## config.mk

```make
export PLATFORM = sky130hd
export DESIGN_NAME = float_to_fixed_pipe_flat
export DESIGN_NICKNAME = d
export VERILOG_FILES = /design/src/rtl/fp_conv_pkg.sv /design/src/rtl/float_to_fixed_pipe_if.sv /design/src/rtl/fp_round_sat.sv /design/src/rtl/float_to_fixed_pipe.sv /design/src/flat_wrapper.sv
export SDC_FILE = /design/constraint.sdc
export NUM_CORES = 1
export LEC_CHECK = 0
export ABC_CLOCK_PERIOD_IN_PS = 3900
export CAP_MARGIN = 15
export CORE_MARGIN = 2
export CORE_UTILIZATION = 33
export CTS_CLUSTER_DIAMETER = 40
export CTS_CLUSTER_SIZE = 14
export DETAILED_ROUTE_END_ITERATION = 10
export PLACE_DENSITY = 0.57
export SLEW_MARGIN = 25
export SYNTH_ARGS = -nofsm -noshare
export SYNTH_HDL_FRONTEND = slang
export SYNTH_SLANG_ARGS = --single-unit
```

## constraint.sdc

```tcl
create_clock -name clk -period 3.9 [get_ports clk]
set_input_delay 0.78 -clock clk [delete_from_list [all_inputs] [get_ports clk]]
set_output_delay 0.78 -clock clk [all_outputs]
set_load 0.03 [all_outputs]
```

## src/rtl/fp_conv_pkg.sv

```systemverilog
// Shared definitions for the float-to-fixed conversion blocks.
// Holds FP32 field widths, the exponent bias, the input class encoding,
// flag bit positions, rounding-mode codes and a small classifier helper.
package fp_conv_pkg;

  localparam int unsigned FpWidth    = 32;
  localparam int unsigned FpExpBits  = 8;
  localparam int unsigned FpMantBits = 23;
  localparam int          FpBias     = 127;

  typedef enum logic [1:0] {
    ClsZero,  // zero or subnormal, both flush to 0
    ClsNorm,
    ClsInf,
    ClsNan
  } fp_class_e;

  // Bit positions inside the 3-bit {invalid, overflow, underflow} flag word.
  localparam int unsigned FlagInvalid   = 2;
  localparam int unsigned FlagOverflow  = 1;
  localparam int unsigned FlagUnderflow = 0;

  localparam logic RndNearestEven = 1'b0;
  localparam logic RndTowardZero  = 1'b1;

  function automatic fp_class_e fp_classify(input logic [FpExpBits-1:0]  exp_f,
                                            input logic [FpMantBits-1:0] mant_f);
    if (exp_f == '0) begin
      return ClsZero;
    end else if (exp_f == '1) begin
      return (mant_f == '0) ? ClsInf : ClsNan;
    end else begin
      return ClsNorm;
    end
  endfunction

endpackage

```

## src/rtl/float_to_fixed_pipe_if.sv

```systemverilog
// Stream interface for float_to_fixed_pipe.
// Input side : in_valid, in_ready, in_data (FP32), rnd_mode (0 = RNE, 1 = toward zero).
// Output side: out_valid, out_ready, out_data (W bits), out_flags {invalid, overflow, underflow}.
// master: the environment (drives inputs, consumes results); slave: the converter.
interface float_to_fixed_pipe_if #(
  parameter int unsigned W = 22
) ();
  logic          in_valid;
  logic          in_ready;
  logic [31:0]   in_data;
  logic          rnd_mode;
  logic          out_valid;
  logic          out_ready;
  logic [W-1:0]  out_data;
  logic [2:0]    out_flags;

  modport master (
    output in_valid, in_data, rnd_mode, out_ready,
    input  in_ready, out_valid, out_data, out_flags
  );

  modport slave (
    input  in_valid, in_data, rnd_mode, out_ready,
    output in_ready, out_valid, out_data, out_flags
  );
endinterface

```

## src/rtl/fp_round_sat.sv

```systemverilog
// Combinational round / negate / saturate stage.
// Takes an unsigned magnitude with guard and sticky bits and produces a W-bit fixed result.
// Ports:
//   sign, mag[W-1:0], guard, sticky : aligned magnitude and rounding bits
//   ovf_in   : magnitude already known to exceed range (or infinity)
//   nan      : input is NaN, result forced to 0 with invalid flag
//   normal   : input was a normal number (qualifies underflow)
//   rnd_mode : 0 = round-nearest-even, 1 = truncate toward zero
//   data     : W-bit result, flags : {invalid, overflow, underflow}
// Build option: FLT2FIX_SIGN_MAG_EN selects sign-magnitude output instead of two's complement.
module fp_round_sat
  import fp_conv_pkg::*;
#(
  parameter int unsigned W = 22
) (
  input  logic         sign,
  input  logic [W-1:0] mag,
  input  logic         guard,
  input  logic         sticky,
  input  logic         ovf_in,
  input  logic         nan,
  input  logic         normal,
  input  logic         rnd_mode,
  output logic [W-1:0] data,
  output logic [2:0]   flags
);

  // 2^(W-1) and 2^(W-1)-1 on W+1 bits.
  localparam logic [W:0] HalfRange = {2'b01, {(W-1){1'b0}}};
  localparam logic [W:0] MagMax    = HalfRange - 1'b1;

  logic       inc;
  logic [W:0] mag_r;
  logic [W:0] limit;
  logic       ovf;

  always_comb begin
    inc   = (rnd_mode == RndNearestEven) && guard && (sticky || mag[0]);
    mag_r = {1'b0, mag} + {{W{1'b0}}, inc};
`ifdef FLT2FIX_SIGN_MAG_EN
    limit = MagMax;
`else
    // Two's complement reaches one step further on the negative side.
    limit = sign ? HalfRange : MagMax;
`endif
    ovf   = ovf_in || (mag_r > limit);

    data  = '0;
    flags = '0;
    if (nan) begin
      flags[FlagInvalid] = 1'b1;
    end else if (ovf) begin
      flags[FlagOverflow] = 1'b1;
`ifdef FLT2FIX_SIGN_MAG_EN
      data = {sign, {(W-1){1'b1}}};
`else
      data = sign ? {1'b1, {(W-1){1'b0}}} : {1'b0, {(W-1){1'b1}}};
`endif
    end else begin
`ifdef FLT2FIX_SIGN_MAG_EN
      data = {sign, mag_r[W-2:0]};
`else
      data = sign ? -mag_r[W-1:0] : mag_r[W-1:0];
`endif
      flags[FlagUnderflow] = normal && (mag_r == '0);
    end
  end

endmodule

```

## src/rtl/float_to_fixed_pipe.sv

```systemverilog
// Streaming IEEE-754 single-precision to fixed-point converter, 3 register stages.
//   S1: unpack and classify, compute the alignment shift
//   S2: align the mantissa, capture guard/sticky and coarse overflow
//   S3: round, negate, saturate (fp_round_sat) into the output register
// Ports:
//   clk   : rising-edge clock
//   rst_n : asynchronous active-low reset, discards everything in flight
//   bus   : float_to_fixed_pipe_if slave modport (valid/ready in and out, data, rnd_mode, flags)
// All stages advance together whenever the output register is empty or being consumed.
// Build option: FLT2FIX_SIGN_MAG_EN selects sign-magnitude output (see fp_round_sat).
module float_to_fixed_pipe
  import fp_conv_pkg::*;
#(
  parameter int unsigned INT_BITS  = 1,
  parameter int unsigned FRAC_BITS = 20
) (
  input logic                 clk,
  input logic                 rst_n,
  float_to_fixed_pipe_if.slave bus
);

  localparam int unsigned W  = 1 + INT_BITS + FRAC_BITS;
  localparam int unsigned WW = W + 24;
  localparam logic signed [9:0] ShiftOfs =
    10'(int'(FRAC_BITS) - FpBias - int'(FpMantBits));
  localparam logic signed [9:0] WSigned  = 10'(W);

  logic advance;

  // S1 state
  logic              s1_valid;
  logic              s1_sign;
  logic [23:0]       s1_mant;
  logic signed [9:0] s1_shift;
  logic              s1_rnd;
  fp_class_e         s1_cls;

  // S2 state
  logic              s2_valid;
  logic              s2_sign;
  logic [W-1:0]      s2_mag;
  logic              s2_guard;
  logic              s2_sticky;
  logic              s2_ovf;
  logic              s2_rnd;
  fp_class_e         s2_cls;

  // Output state
  logic              out_valid_q;
  logic [W-1:0]      out_data_q;
  logic [2:0]        out_flags_q;

  // S1 combinational
  logic [FpExpBits-1:0]  in_exp;
  logic [FpMantBits-1:0] in_mant;
  fp_class_e             in_cls;
  logic signed [9:0]     shift_d;

  always_comb begin
    in_exp  = bus.in_data[30:23];
    in_mant = bus.in_data[22:0];
    in_cls  = fp_classify(in_exp, in_mant);
    shift_d = $signed({2'b00, in_exp}) + ShiftOfs;
  end

  // S2 combinational: align into a wide magnitude so overflow is never lost.
  logic [WW-1:0] wide;
  logic [49:0]   rsh;
  logic [9:0]    rsh_amt;
  logic          guard_c;
  logic          sticky_c;
  logic          big_c;
  logic          pre_ovf;

  always_comb begin
    wide     = '0;
    rsh      = '0;
    rsh_amt  = -s1_shift;
    guard_c  = 1'b0;
    sticky_c = 1'b0;
    big_c    = 1'b0;
    if (s1_cls == ClsNorm) begin
      if (!s1_shift[9]) begin
        if (s1_shift >= WSigned) begin
          big_c = 1'b1;
        end else begin
          wide = WW'(s1_mant) << s1_shift[6:0];
        end
      end else if (rsh_amt >= 10'd26) begin
        // Everything lands below the guard position; only stickiness survives.
        sticky_c = 1'b1;
      end else begin
        rsh      = {s1_mant, 26'b0} >> rsh_amt[4:0];
        wide     = WW'(rsh[49:26]);
        guard_c  = rsh[25];
        sticky_c = |rsh[24:0];
      end
    end
    pre_ovf = big_c || (|wide[WW-1:W]);
  end

  // S3 combinational
  logic [W-1:0] rs_data;
  logic [2:0]   rs_flags;

  fp_round_sat #(
    .W (W)
  ) u_round_sat (
    .sign     (s2_sign),
    .mag      (s2_mag),
    .guard    (s2_guard),
    .sticky   (s2_sticky),
    .ovf_in   (s2_ovf || (s2_cls == ClsInf)),
    .nan      (s2_cls == ClsNan),
    .normal   (s2_cls == ClsNorm),
    .rnd_mode (s2_rnd),
    .data     (rs_data),
    .flags    (rs_flags)
  );

  assign advance       = !out_valid_q || bus.out_ready;
  assign bus.in_ready  = advance;
  assign bus.out_valid = out_valid_q;
  assign bus.out_data  = out_data_q;
  assign bus.out_flags = out_flags_q;

  always_ff @(posedge clk or negedge rst_n) begin
    if (!rst_n) begin
      s1_valid    <= 1'b0;
      s1_sign     <= 1'b0;
      s1_mant     <= '0;
      s1_shift    <= '0;
      s1_rnd      <= 1'b0;
      s1_cls      <= ClsZero;
      s2_valid    <= 1'b0;
      s2_sign     <= 1'b0;
      s2_mag      <= '0;
      s2_guard    <= 1'b0;
      s2_sticky   <= 1'b0;
      s2_ovf      <= 1'b0;
      s2_rnd      <= 1'b0;
      s2_cls      <= ClsZero;
      out_valid_q <= 1'b0;
      out_data_q  <= '0;
      out_flags_q <= '0;
    end else if (advance) begin
      s1_valid <= bus.in_valid;
      if (bus.in_valid) begin
        s1_sign  <= bus.in_data[31];
        s1_mant  <= {1'b1, in_mant};
        s1_shift <= shift_d;
        s1_rnd   <= bus.rnd_mode;
        s1_cls   <= in_cls;
      end
      s2_valid <= s1_valid;
      if (s1_valid) begin
        s2_sign   <= s1_sign;
        s2_mag    <= wide[W-1:0];
        s2_guard  <= guard_c;
        s2_sticky <= sticky_c;
        s2_ovf    <= pre_ovf;
        s2_rnd    <= s1_rnd;
        s2_cls    <= s1_cls;
      end
      out_valid_q <= s2_valid;
      if (s2_valid) begin
        out_data_q  <= rs_data;
        out_flags_q <= rs_flags;
      end
    end
  end

endmodule

```

## src/flat_wrapper.sv

```systemverilog
// flat-port wrapper written by rule: the top's interface ports become plain ports
module float_to_fixed_pipe_flat import fp_conv_pkg::*;
#(
  parameter int unsigned INT_BITS  = 1,
  parameter int unsigned FRAC_BITS = 20
)
  (clk, rst_n, bus_in_valid, bus_in_data, bus_rnd_mode, bus_out_ready, bus_in_ready, bus_out_valid, bus_out_data, bus_out_flags);
  float_to_fixed_pipe_if #(.W((22))) bus_i ();
  input logic clk;
  input logic rst_n;
  input wire logic [$bits(bus_i.in_valid)-1:0] bus_in_valid;
  input wire logic [$bits(bus_i.in_data)-1:0] bus_in_data;
  input wire logic [$bits(bus_i.rnd_mode)-1:0] bus_rnd_mode;
  input wire logic [$bits(bus_i.out_ready)-1:0] bus_out_ready;
  output wire logic [$bits(bus_i.in_ready)-1:0] bus_in_ready;
  output wire logic [$bits(bus_i.out_valid)-1:0] bus_out_valid;
  output wire logic [$bits(bus_i.out_data)-1:0] bus_out_data;
  output wire logic [$bits(bus_i.out_flags)-1:0] bus_out_flags;
  assign bus_i.in_valid = bus_in_valid;
  assign bus_i.in_data = bus_in_data;
  assign bus_i.rnd_mode = bus_rnd_mode;
  assign bus_i.out_ready = bus_out_ready;
  assign bus_in_ready = bus_i.in_ready;
  assign bus_out_valid = bus_i.out_valid;
  assign bus_out_data = bus_i.out_data;
  assign bus_out_flags = bus_i.out_flags;
  float_to_fixed_pipe #(.INT_BITS(INT_BITS), .FRAC_BITS(FRAC_BITS)) u_core (.clk(clk), .rst_n(rst_n), .bus(bus_i));
endmodule
```

==> Implementation_results.wiki, run 1 <==
{| class="wikitable"
! Metric !! Value
|-
| Nets in the synthesized netlist || 1114
|-
| Leak Pwr || 4.430 nW
|-
| Final-stage net count || 1164
|-
| Pin count of the biggest net entering global routing || 64
|-
| Worst slew slack as a fraction of its limit || 38.35%
|-
| Number of hold-slack violations in the final timing report || 0
|-
| Synth Area in Compound Gates || 20.66%
|-
| GRT busiest layer || met2
|-
| Detailed-route vias per instance || 5.674
|-
| Average cell area after synthesis || 8.471 um2
|-
| TritonCTS clock tree || yes
|-
| GRT met1 Usage || 25.36%
|-
| Max-slew violation count || 0
|-
| Initial Util || 33.25%
|-
| Largest area contributor in the netlist || sky130_fd_sc_hd__dfrtp_1
|-
| Number of standard-cell rows in the floorplan || 60
|-
| Highest Clock Rate || 0.2648 GHz
|-
| Hold buffer count at CTS || 0
|-
| Critical Path Sink Type || flop
|-
| Max-cap viol count || 0
|-
| Library cell with the highest instance count after synthesis || sky130_fd_sc_hd__nand2_1
|-
| Via count of the first global-routing pass || 7574
|-
| Wire length per cell after detailed routing || 18.17 um
|-
| Share of synthesized area occupied by flip-flops and latches || 26.75%
|-
| Number of clock sinks seen by CTS || 95
|-
| XOR/XNOR Fraction of Synth Area || 3.393%
|-
| Critical path peak fanout || 19
|-
| Period Utilization, post-route || 96.82%
|-
| Synth top area cells || sky130_fd_sc_hd__dfrtp_1 27%, sky130_fd_sc_hd__mux2i_1 7.4%, sky130_fd_sc_hd__mux4_2 7.1%
|-
| Type of the setup path with the least slack || reg -> reg
|-
| ANT nets after route || 0
|-
| Ports || 64
|-
| Later-pin clock latency in the skew report || 0.36 ns
|-
| Final weighted congestion in routability-driven placement || 0.9511
|-
| Total Power Consumption || 8.197 mW
|-
| Maximum ir drop on the vdd rail || 319.3 uV
|-
| Status || completed
|-
| Dominant register cell in the synthesized netlist || sky130_fd_sc_hd__dfrtp_1
|-
| Utilization of the core after routing || 39.06%
|-
| Synthesis-stage register bit count || 95
|-
| Multi-input gate area || 0.006081 mm2
|-
| Total routing resource utilization after global routing || 18.39%
|-
| TritonCTS buffer count || 9
|-
| Mux contribution to synthesized area || 19.35%
|-
| Inserted Diodes || 0
|-
| Hold slack || 0.3602 ns
|-
| Clock-pin slew of the registers on the worst-case setup and hold paths || 0.08 ns
|-
| Worst Clk Skew || 0.01553 ns
|-
| Tmin final || 3.776 ns
|-
| Cell types with the highest counts after synthesis || 139 x sky130_fd_sc_hd__nand2_1, 95 x sky130_fd_sc_hd__dfrtp_1, 95 x sky130_fd_sc_hd__o21ai_0, 84 x sky130_fd_sc_hd__a21oi_1, 66 x sky130_fd_sc_hd__mux2i_1
|-
| Number of antenna violations at the first check in global routing || 0
|-
| WP data required || 4.16 ns
|-
| Total via count after detailed routing || 8199
|-
| Summed area of non-filler cells in the final layout || 0.01044 mm2
|-
| Buffer type at the clock tree root || sky130_fd_sc_hd__clkbuf_16
|-
| Overflow after GRT || 0
|-
| Full die area || 0.02826 mm2
|-
| Layout overhead on the synthesized area || 17.49%
|-
| Number of inserted filler cells in the final layout || 2743
|-
| First-pass GRT wire length || 41880 um
|-
| Cell area after synthesis || 0.008886 mm2
|-
| Fraction of met3 tracks used by global routing || 2.562%
|-
| Cell count after synthesis || 1049
|-
| Die X || 168.1 um
|-
| Post-synthesis cell type count || 79
|-
| Detailed placer's ending HPWL || 20130 um
|-
| Actual transition at the worst max-transition pin || 0.9225 ns
|-
| Number of buffers on the longest clock path || 2
|-
| Port buffer count || 63
|-
| Share of cells above drive strength 1 || 16.76%
|-
| Wire length after detailed routing || 26250 um
|-
| Worst hold path type || in -> async
|-
| DRC violation count after routing || 0
|-
| Setup violators final || 0
|-
| Largest family of logic cells by synthesized area || compound AO/OA/AOI/OAI gates
|-
| Critical Path AT || 4.03 ns
|-
| Initial DRT Pass Iterations || 5
|-
| Adder-cell area share of the yosys netlist || 3.943%
|-
| Synth Area in Simple Gates || 19.98%
|-
| Standard cell area after detailed placement || 0.01002 mm2
|-
| Vertical extent of the die || 168.1 um
|-
| Area taken by flip-flops and latches || 0.002381 mm2
|-
| Core Box Area || 0.02673 mm2
|-
| M2 GR Usage || 28.89%
|-
| Async SR Flop Fraction || 100.0%
|-
| Fraction of synthesized cell area taken by the top area cell type || 26.75%
|-
| Warnings, synthesis || 0
|-
| Nature of the critical path startpoint || flop
|-
| Number of levels in the clock H-tree || 3
|-
| Number of enable-type register cells in the synthesized netlist || 0
|-
| Total power divided by cell area || 785.1 mW/mm2
|-
| Starting DRC count in detailed routing || 552
|}
[kinds of logic (layout without fill, tap and decap cells)]
logic type,Yosys count,count (layout)
compound gates,297,297
fa+ha+maj,28,28
xor+xnor,31,31
flops,95,95
simple gates,346,346
mux,132,132
buf+inv,120,175
[worst paths after layout]
check | startpoint | to | slack [ns] | cells after the start
max reg2reg | u_core.s2_sticky | u_core.bus.out_data[14] | 0.12 | 18
max | u_core.s2_sticky | u_core.bus.out_data[14] | 0.12 | 18
min | rst_n | u_core.bus.out_data[2] | 0.36 | 1
max in group asynchronous | rst_n | u_core.s1_shift[0] | 2.66 | 2
min reg2reg | u_core.bus.out_data[19] | u_core.bus.out_data[19] | 0.48 | 2
min in group clk | u_core.bus.out_data[19] | u_core.bus.out_data[19] | 0.48 | 2
[sequential cells by signal (all words and copies together) (netlist names), 2 cells and up]
name,flops
u_core.s1_mant,24
u_core.s1_shift,10
u_core.s2_mag,22
u_core.s1_cls,2
u_core.bus.out_data,22
u_core.s2_cls,2
u_core.bus.out_flags,3
[worst max-delay path, stage by stage (launching register included)]
cell and delay [ns]:
sky130_fd_sc_hd__dfrtp_1 0.37, sky130_fd_sc_hd__nor2_1 0.06, sky130_fd_sc_hd__nor3b_2 0.19, sky130_fd_sc_hd__ha_2 0.22, sky130_fd_sc_hd__nand4_1 0.11, sky130_fd_sc_hd__buf_4 0.19, sky130_fd_sc_hd__or3_4 0.36, sky130_fd_sc_hd__xor2_4 0.17
sky130_fd_sc_hd__inv_2 0.05, sky130_fd_sc_hd__ha_1 0.26, sky130_fd_sc_hd__nand4_1 0.13, sky130_fd_sc_hd__a211o_1 0.31, sky130_fd_sc_hd__a31oi_1 0.21, sky130_fd_sc_hd__o311a_1 0.23, sky130_fd_sc_hd__a211oi_4 0.06, sky130_fd_sc_hd__buf_4 0.17
sky130_fd_sc_hd__clkbuf_16 0.17, sky130_fd_sc_hd__and3_1 0.18, sky130_fd_sc_hd__o41ai_1 0.23
[layout make-up]
class                           count  share of cell area [%]
Clock inverter                      7                  0.6951
Inverter                           40                   1.438
Clock buffer                        9                   2.157
Timing Repair Buffer              119                   10.57
Tap cell                          341                   4.087
Multi-Input combinational cell    834                   58.25
Sequential cell                    95                   22.81
[through the flow]
step                setup TNS, ns  cells  worst slack [ns]
floorplan                       0   1049           0.07753
global placement                0   1426           0.05064
detailed placement              0   1426           0.02550
CTS                             0   1442           0.01165
global route              -0.1996   1445          -0.06440
finish                          0   1445            0.1241
[per-layer routing]
layer	wire length [um]	share of wire, %
met5	0	0
met4	1037	4.0
met3	1071	4.1
met2	11900	45
met1	12240	47
[cells in the final DEF, fill, tap and decap left out, types with 12 or more instances in the layout]
cell type and n:
sky130_fd_sc_hd__nor4_1 12, sky130_fd_sc_hd__dfrtp_1 92, sky130_fd_sc_hd__ha_1 27, sky130_fd_sc_hd__o21ai_0 95, sky130_fd_sc_hd__nor2_1 53, sky130_fd_sc_hd__xnor2_1 17
sky130_fd_sc_hd__inv_1 33, sky130_fd_sc_hd__a22o_1 24, sky130_fd_sc_hd__mux2i_1 66, sky130_fd_sc_hd__clkdlybuf4s50_1 62, sky130_fd_sc_hd__nand2_1 138, sky130_fd_sc_hd__mux4_2 28
sky130_fd_sc_hd__mux2_2 38, sky130_fd_sc_hd__nand3_1 25, sky130_fd_sc_hd__nor3_1 19, sky130_fd_sc_hd__buf_4 53, sky130_fd_sc_hd__a31oi_1 16, sky130_fd_sc_hd__nand4_1 24
sky130_fd_sc_hd__a21oi_1 84
[timing repair]
action	CTS	global route
setup buffers	0	2
resized for setup	0	15
endpoints found under the setup margin	0	24
[power by group]
part           total [mW]  switching [mW]  internal, mW
Sequential           1.83           0.513          1.32
Combinational        5.45            3.14          2.31
Clock               0.920           0.466         0.454
(Power assumes the default switching activity.)
==> run 2, diff against run 1 <==
- CELL_PAD_IN_SITES_DETAIL_PLACEMENT: unset -> 1
- CELL_PAD_IN_SITES_GLOBAL_PLACEMENT: unset -> 2
- CORE_ASPECT_RATIO: unset -> 0.5
- PLACE_DENSITY: 0.57 -> 0.82
==> Implementation_results.wiki, run 2 (synthesis gave the netlist of run 1 again) <==
{| class="wikitable"
! Metric !! Value
|-
| Worst slew slack as a fraction of its limit || 30.59%
|-
| Tmin final || 3.852 ns
|-
| Number of clock sinks seen by CTS || 95
|-
| Buffer type at the clock tree root || sky130_fd_sc_hd__clkbuf_16
|-
| Core Box Area || 0.02643 mm2
|-
| Later-pin clock latency in the skew report || 0.38 ns
|-
| Starting DRC count in detailed routing || 577
|-
| Overflow after GRT || 0
|-
| Critical Path Sink Type || flop
|-
| Biggest cell delay along the critical path || 0.40 ns
|-
| Chain of cells forming the critical path || nor3b_2, ha_2, nand4_1, buf_4, nor2_4, buf_6, nand4_1, xor2_1, inv_1, ha_1, nand4_1, nor2_2, nand2_2, buf_6, a211oi_4, buf_6, clkbuf_16, a21oi_1, a21oi_1, o21ai_0
|-
| Reg-to-reg startpoint || u_core.s2_rnd
|-
| Post-layout instance count excluding filler cells || 1468
|-
| Detailed placer's ending HPWL || 23260 um
|-
| Reg2reg end || u_core.bus.out_data[5]
|-
| Status || completed
|-
| Critical Path AT || 4.09 ns
|-
| Number of levels in the clock H-tree || 3
|-
| Initial Util || 33.62%
|-
| Worst hold path type || in -> async
|-
| Maximum ir drop on the vdd rail || 262.8 uV
|-
| Type of the setup path with the least slack || reg -> reg
|-
| Number of standard-cell rows in the floorplan || 42
|-
| Commonest cells after routing, fill and taps aside || 136 x sky130_fd_sc_hd__nand2_1, 93 x sky130_fd_sc_hd__dfrtp_1, 86 x sky130_fd_sc_hd__o21ai_0
|-
| Critical path peak fanout || 7
|-
| WP data required || 4.13 ns
|-
| Total via count after detailed routing || 8449
|-
| Share of cells above drive strength 1 || 20.25%
|-
| Wire length per cell after detailed routing || 21.09 um
|-
| Setup violators final || 0
|-
| TNS Setup || 0 ns
|-
| Total power divided by cell area || 819.2 mW/mm2
|-
| TritonCTS clock tree || yes
|-
| Actual transition at the worst max-transition pin || 1.030 ns
|-
| Standard cell area after detailed placement || 0.01004 mm2
|-
| Number of hold-slack violations in the final timing report || 0
|-
| Highest Clock Rate || 0.2596 GHz
|-
| Largest register FFs || 24
|-
| Period Utilization, post-route || 98.77%
|-
| Initial DRT Pass Iterations || 5
|-
| Inserted Diodes || 0
|-
| Most common cell after layout, fill and taps aside || sky130_fd_sc_hd__nand2_1
|-
| Clock-pin slew of the registers on the worst-case setup and hold paths || 0.08 ns
|-
| Nature of the critical path startpoint || flop
|-
| Unrepaired setup endpoints after global routing || true
|-
| Final-stage net count || 1176
|-
| Pin count of the biggest net entering global routing || 64
|-
| Cell type of the slowest stage on the worst timing path || sky130_fd_sc_hd__dfrtp_1
|-
| Total Power Consumption || 8.840 mW
|-
| Number of antenna violations at the first check in global routing || 0
|-
| Leak Pwr || 4.583 nW
|-
| Port buffer count || 63
|-
| Max-slew violation count || 0
|-
| ANT nets after route || 0
|-
| Via count of the first global-routing pass || 8465
|-
| Final weighted congestion in routability-driven placement || 0.9240
|-
| TritonCTS buffer count || 9
|-
| Full die area || 0.02834 mm2
|-
| Hold buffer count at CTS || 0
|-
| Ports || 64
|-
| Reg with most FFs || u_core.s1_mant
|-
| DRC violation count after routing || 0
|-
| Wire length after detailed routing || 30960 um
|-
| Cell total after placement || 1438
|-
| Detailed-route vias per instance || 5.755
|-
| Vertical extent of the die || 120.0 um
|-
| R2r worst-path depth || 20
|-
| Layout overhead on the synthesized area || 21.44%
|-
| First-pass GRT wire length || 48640 um
|-
| Summed area of non-filler cells in the final layout || 0.01079 mm2
|-
| Total routing resource utilization after global routing || 21.81%
|-
| Number of buffers on the longest clock path || 2
|-
| Max-cap viol count || 0
|-
| Worst Clk Skew || 0.01361 ns
|-
| Die X || 236.1 um
|-
| Worst reg-to-reg setup slack || 0.05 ns
|}
==> run 2: cell count changes in the layout (fill, tap and decap cells not counted), sizes merged <==
| cell | before | now |
|---|---|---|
| buf | 56 | 67 |
| clkbuf | 10 | 13 |
| inv | 43 | 41 |
| bufinv | 0 | 1 |
| clkinvlp | 1 | 0 |
==> run 2: area by class of cell <==
| cell class | count | area, um2 |
|---|---|---|
| clock buffer | 11 | 232.7 |
| timing repair buffer | 131 | 1259 |
| inverter | 40 | 150.1 |
| clock inverter | 5 | 67.56 |
| tap | 352 | 440.4 |
| sequential | 95 | 2380 |
| multi-input combinational | 834 | 6262 |
| fill | 3080 | 15640 |
==> run 2: where the power goes <==
| part | internal [mW] | switching (mW) | total (mW) |
|---|---|---|---|
| sequential | 1.32 | 0.551 | 1.87 |
| combinational | 2.55 | 3.49 | 6.04 |
| clock | 0.507 | 0.430 | 0.936 |
==> run 2: repair_timing <==
action                     4_1_cts  5_1_grt
gates resized for setup         10       54
hold endpoints to repair         0        0
setup endpoints to repair       23       24
buffers inserted                 7        5
cloned                           1        2
pin swaps                        7       18
==> run 2: stage by stage <==
step                      utilization, %  hold slack, ns  setup WS (ns)
after floorplan                        -          0.4444        0.07753
after global placement             37.98          0.4616       -0.04795
after detailed placement           37.98          0.4732        -0.2356
after CTS                          39.65          0.3891       0.009730
after global routing               40.83          0.4151        -0.1911
final                              40.83          0.3914        0.04780
==> run 2: worst max-delay path by stage <==
| stage | start | end | cells past startpoint |
|---|---|---|---|
| after floorplan | u_core.s2_mag[0] | u_core.bus.out_data[11] | 19 |
| after global placement | u_core.s2_sticky | u_core.bus.out_data[6] | 17 |
| after detailed placement | u_core.s2_rnd | u_core.bus.out_data[6] | 16 |
| after CTS | u_core.s2_sticky | u_core.bus.out_data[6] | 19 |
| after global routing | u_core.s2_rnd | u_core.bus.out_data[20] | 20 |
| final | u_core.s2_rnd | u_core.bus.out_data[5] | 20 |
==> run 2: critical path, delay by kind of cell (launching register included) <==
family	cells	cell delay, ns
compound gates	4	0.56
fa+ha+maj	2	0.51
flops	1	0.40
xor+xnor	1	0.23
buf+inv	6	0.94
simple gates	7	1.05
==> run 2: metal layers <==
layer,wire (um),GRT usage [%],vias up,part of all wire (%)
li1,-,-,4023,-
met1,14990,30.31,4225,48
met2,14360,35.38,169,46
met3,1094,3.520,32,3.5
met4,516,5.613,0,1.7
met5,0,0,-,0
==> run 3, diff against run 2 <==
- TNS_END_PERCENT: unset -> 10
==> Implementation_results.wiki, run 3 (synthesis gave the netlist of run 1 again) <==
{| class="wikitable"
! Metric !! Value
|-
| Ports || 64
|-
| Nature of the critical path startpoint || flop
|-
| Critical Path Sink Type || flop
|-
| Period Utilization, post-route || 98.38%
|-
| Met3 wire length || 1065 um
|-
| Final-stage net count || 1182
|-
| Vertical extent of the die || 120.0 um
|-
| Number of clock sinks seen by CTS || 95
|-
| ANT nets after route || 0
|-
| Share of cells above drive strength 1 || 20.77%
|-
| Max-slew violation count || 0
|-
| Detailed-route vias per instance || 5.735
|-
| Initial Util || 33.62%
|-
| Critical Path AT || 4.07 ns
|-
| DRC violation count after routing || 0
|-
| Clock-pin slew of the registers on the worst-case setup and hold paths || 0.08 ns
|-
| Total routing resource utilization after global routing || 21.74%
|-
| Total via count after detailed routing || 8453
|-
| Number of hold-slack violations in the final timing report || 0
|-
| Maximum ir drop on the vdd rail || 261.7 uV
|-
| Utilization of the core after routing || 41.05%
|-
| Detailed placer's ending HPWL || 23260 um
|-
| Kind of cell with the highest combined delay on the critical path || simple AND/OR/NAND/NOR gates
|-
| Final weighted congestion in routability-driven placement || 0.9240
|-
| Number of buffers on the longest clock path || 2
|-
| Commonest cells after routing, fill and taps aside || 136 x sky130_fd_sc_hd__nand2_1, 93 x sky130_fd_sc_hd__dfrtp_1, 84 x sky130_fd_sc_hd__o21ai_0
|-
| Number of levels in the clock H-tree || 3
|-
| Highest signal layer in the routed design || met4
|-
| Pin count of the biggest net entering global routing || 64
|-
| Overflow after GRT || 0
|-
| Inserted Diodes || 0
|-
| Number of antenna violations at the first check in global routing || 0
|-
| Critical path peak fanout || 7
|-
| Tmin final || 3.837 ns
|-
| Via count of the first global-routing pass || 8414
|-
| Standard cell area after detailed placement || 0.01004 mm2
|-
| Highest Clock Rate || 0.2606 GHz
|-
| Hold buffer count at CTS || 0
|-
| Core Box Area || 0.02643 mm2
|-
| Largest register FFs || 24
|-
| Most common cell after layout, fill and taps aside || sky130_fd_sc_hd__nand2_1
|-
| Initial DRT Pass Iterations || 5
|-
| Max-cap viol count || 0
|-
| Wire length after detailed routing || 30710 um
|-
| Reg-to-reg startpoint || u_core.s2_sticky
|-
| Buffer type at the clock tree root || sky130_fd_sc_hd__clkbuf_16
|-
| Layout overhead on the synthesized area || 22.12%
|-
| Total Power Consumption || 8.837 mW
|-
| Reg2reg end || u_core.bus.out_data[5]
|-
| Unrepaired setup endpoints after global routing || true
|-
| First-pass GRT wire length || 48470 um
|-
| Hold slack || 0.3894 ns
|-
| Actual transition at the worst max-transition pin || 1.000 ns
|-
| Port buffer count || 63
|-
| Starting DRC count in detailed routing || 582
|-
| TritonCTS clock tree || yes
|-
| Leak Pwr || 4.624 nW
|-
| Buffers and inverters on the worst path || 4
|-
| Worst Clk Skew || 0.01324 ns
|-
| Full die area || 0.02834 mm2
|-
| Setup violators final || 0
|-
| Die X || 236.1 um
|-
| Sum of routed wire segments on met1 || 14990 um
|-
| Later-pin clock latency in the skew report || 0.38 ns
|-
| Number of standard-cell rows in the floorplan || 42
|-
| WP data required || 4.13 ns
|-
| Status || completed
|-
| Met2 wire len || 14160 um
|-
| Wire length per cell after detailed routing || 20.83 um
|-
| Reg with most FFs || u_core.s1_mant
|-
| Total power divided by cell area || 814.4 mW/mm2
|-
| Summed area of non-filler cells in the final layout || 0.01085 mm2
|-
| Chain of cells forming the critical path || nor2_2, nor3b_2, ha_2, nand4_1, or3_4, xor2_4, inv_4, ha_4, nand4_1, nor4_4, nand2_2, buf_6, a211oi_4, buf_6, clkbuf_16, a21oi_1, a21oi_1, o21ai_0
|-
| Worst slew slack as a fraction of its limit || 32.61%
|-
| TritonCTS buffer count || 9
|-
| Worst reg-to-reg setup slack || 0.06 ns
|-
| Cell type of the slowest stage on the worst timing path || sky130_fd_sc_hd__or3_4
|-
| Biggest cell delay along the critical path || 0.46 ns
|-
| R2r worst-path depth || 18
|-
| Type of the setup path with the least slack || reg -> reg
|-
| Worst hold path type || in -> async
|}
==> run 3: cell count changes in the layout (fill, tap and decap cells not counted), moves of 2 or more <==
cell	change
sky130_fd_sc_hd__buf_4	+6
sky130_fd_sc_hd__o21ai_1	+3
sky130_fd_sc_hd__o21ai_0	-2
sky130_fd_sc_hd__xnor2_1	-2
sky130_fd_sc_hd__xnor2_2	+2
==> run 3: how the worst max path moves through the flow <==
| stage | cells after the start | startpoint | end | slack (ns) |
|---|---|---|---|---|
| floorplan | 19 | u_core.s2_mag[0] | u_core.bus.out_data[11] | 0.08 |
| global placement | 17 | u_core.s2_sticky | u_core.bus.out_data[6] | -0.05 |
| CTS | 16 | u_core.s2_rnd | u_core.bus.out_data[14] | -0.03 |
| detailed placement | 16 | u_core.s2_rnd | u_core.bus.out_data[6] | -0.24 |
| global route | 18 | u_core.s2_mag[0] | u_core.bus.out_data[6] | -0.12 |
| finish | 18 | u_core.s2_sticky | u_core.bus.out_data[5] | 0.06 |
==> run 3: repair_timing <==
action | CTS | global route
pin swaps | 2 | 25
cloned | 1 | 2
endpoints found under the setup margin | 23 | 24
buffers inserted | 4 | 14
resized for setup | 4 | 64
hold endpoints to repair | 0 | 0
==> run 3: area by class of cell <==
class                   instances  area [um2]
well taps                     352       440.4
flip-flops and latches         95        2380
inverters                      40       152.6
fillers                      3067       15580
multi-input cells             834        6275
repair buffers                137        1304
clock buffers                  11       232.7
clock inverters                 5       67.56
==> run 3: routing by layer <==
layer / up-vias / global-route usage [%]
met3: 32 / 3.520
met5: - / 0
li1: 4031 / -
met1: 4227 / 30.36
met2: 163 / 35.05
met4: 0 / 5.613
==> run 3: report_power, final <==
part | total [mW] | switching [mW] | internal [mW]
clock network | 0.936 | 0.429 | 0.507
registers | 1.87 | 0.551 | 1.32
logic | 6.03 | 3.48 | 2.55
==> run 3: worst reg2reg max path, delay by kind of cell (launching register included) <==
family	cells	cell delay (ns)
compound gates	4	0.58
xor+xnor	1	0.20
flops	1	0.36
simple gates	7	1.52
buf+inv	4	0.54
fa+ha+maj	2	0.50
==> run 3: per-stage QoR <==
| step | TNS [ns] | instances | worst slack, ns |
|---|---|---|---|
| after floorplan | 0 | 1049 | 0.07753 |
| after global placement | -0.08110 | 1438 | -0.04795 |
| after detailed placement | -2.598 | 1438 | -0.2356 |
| after CTS | -0.02646 | 1459 | -0.02646 |
| after global routing | -1.740 | 1474 | -0.1151 |
| final | 0 | 1474 | 0.06312 |
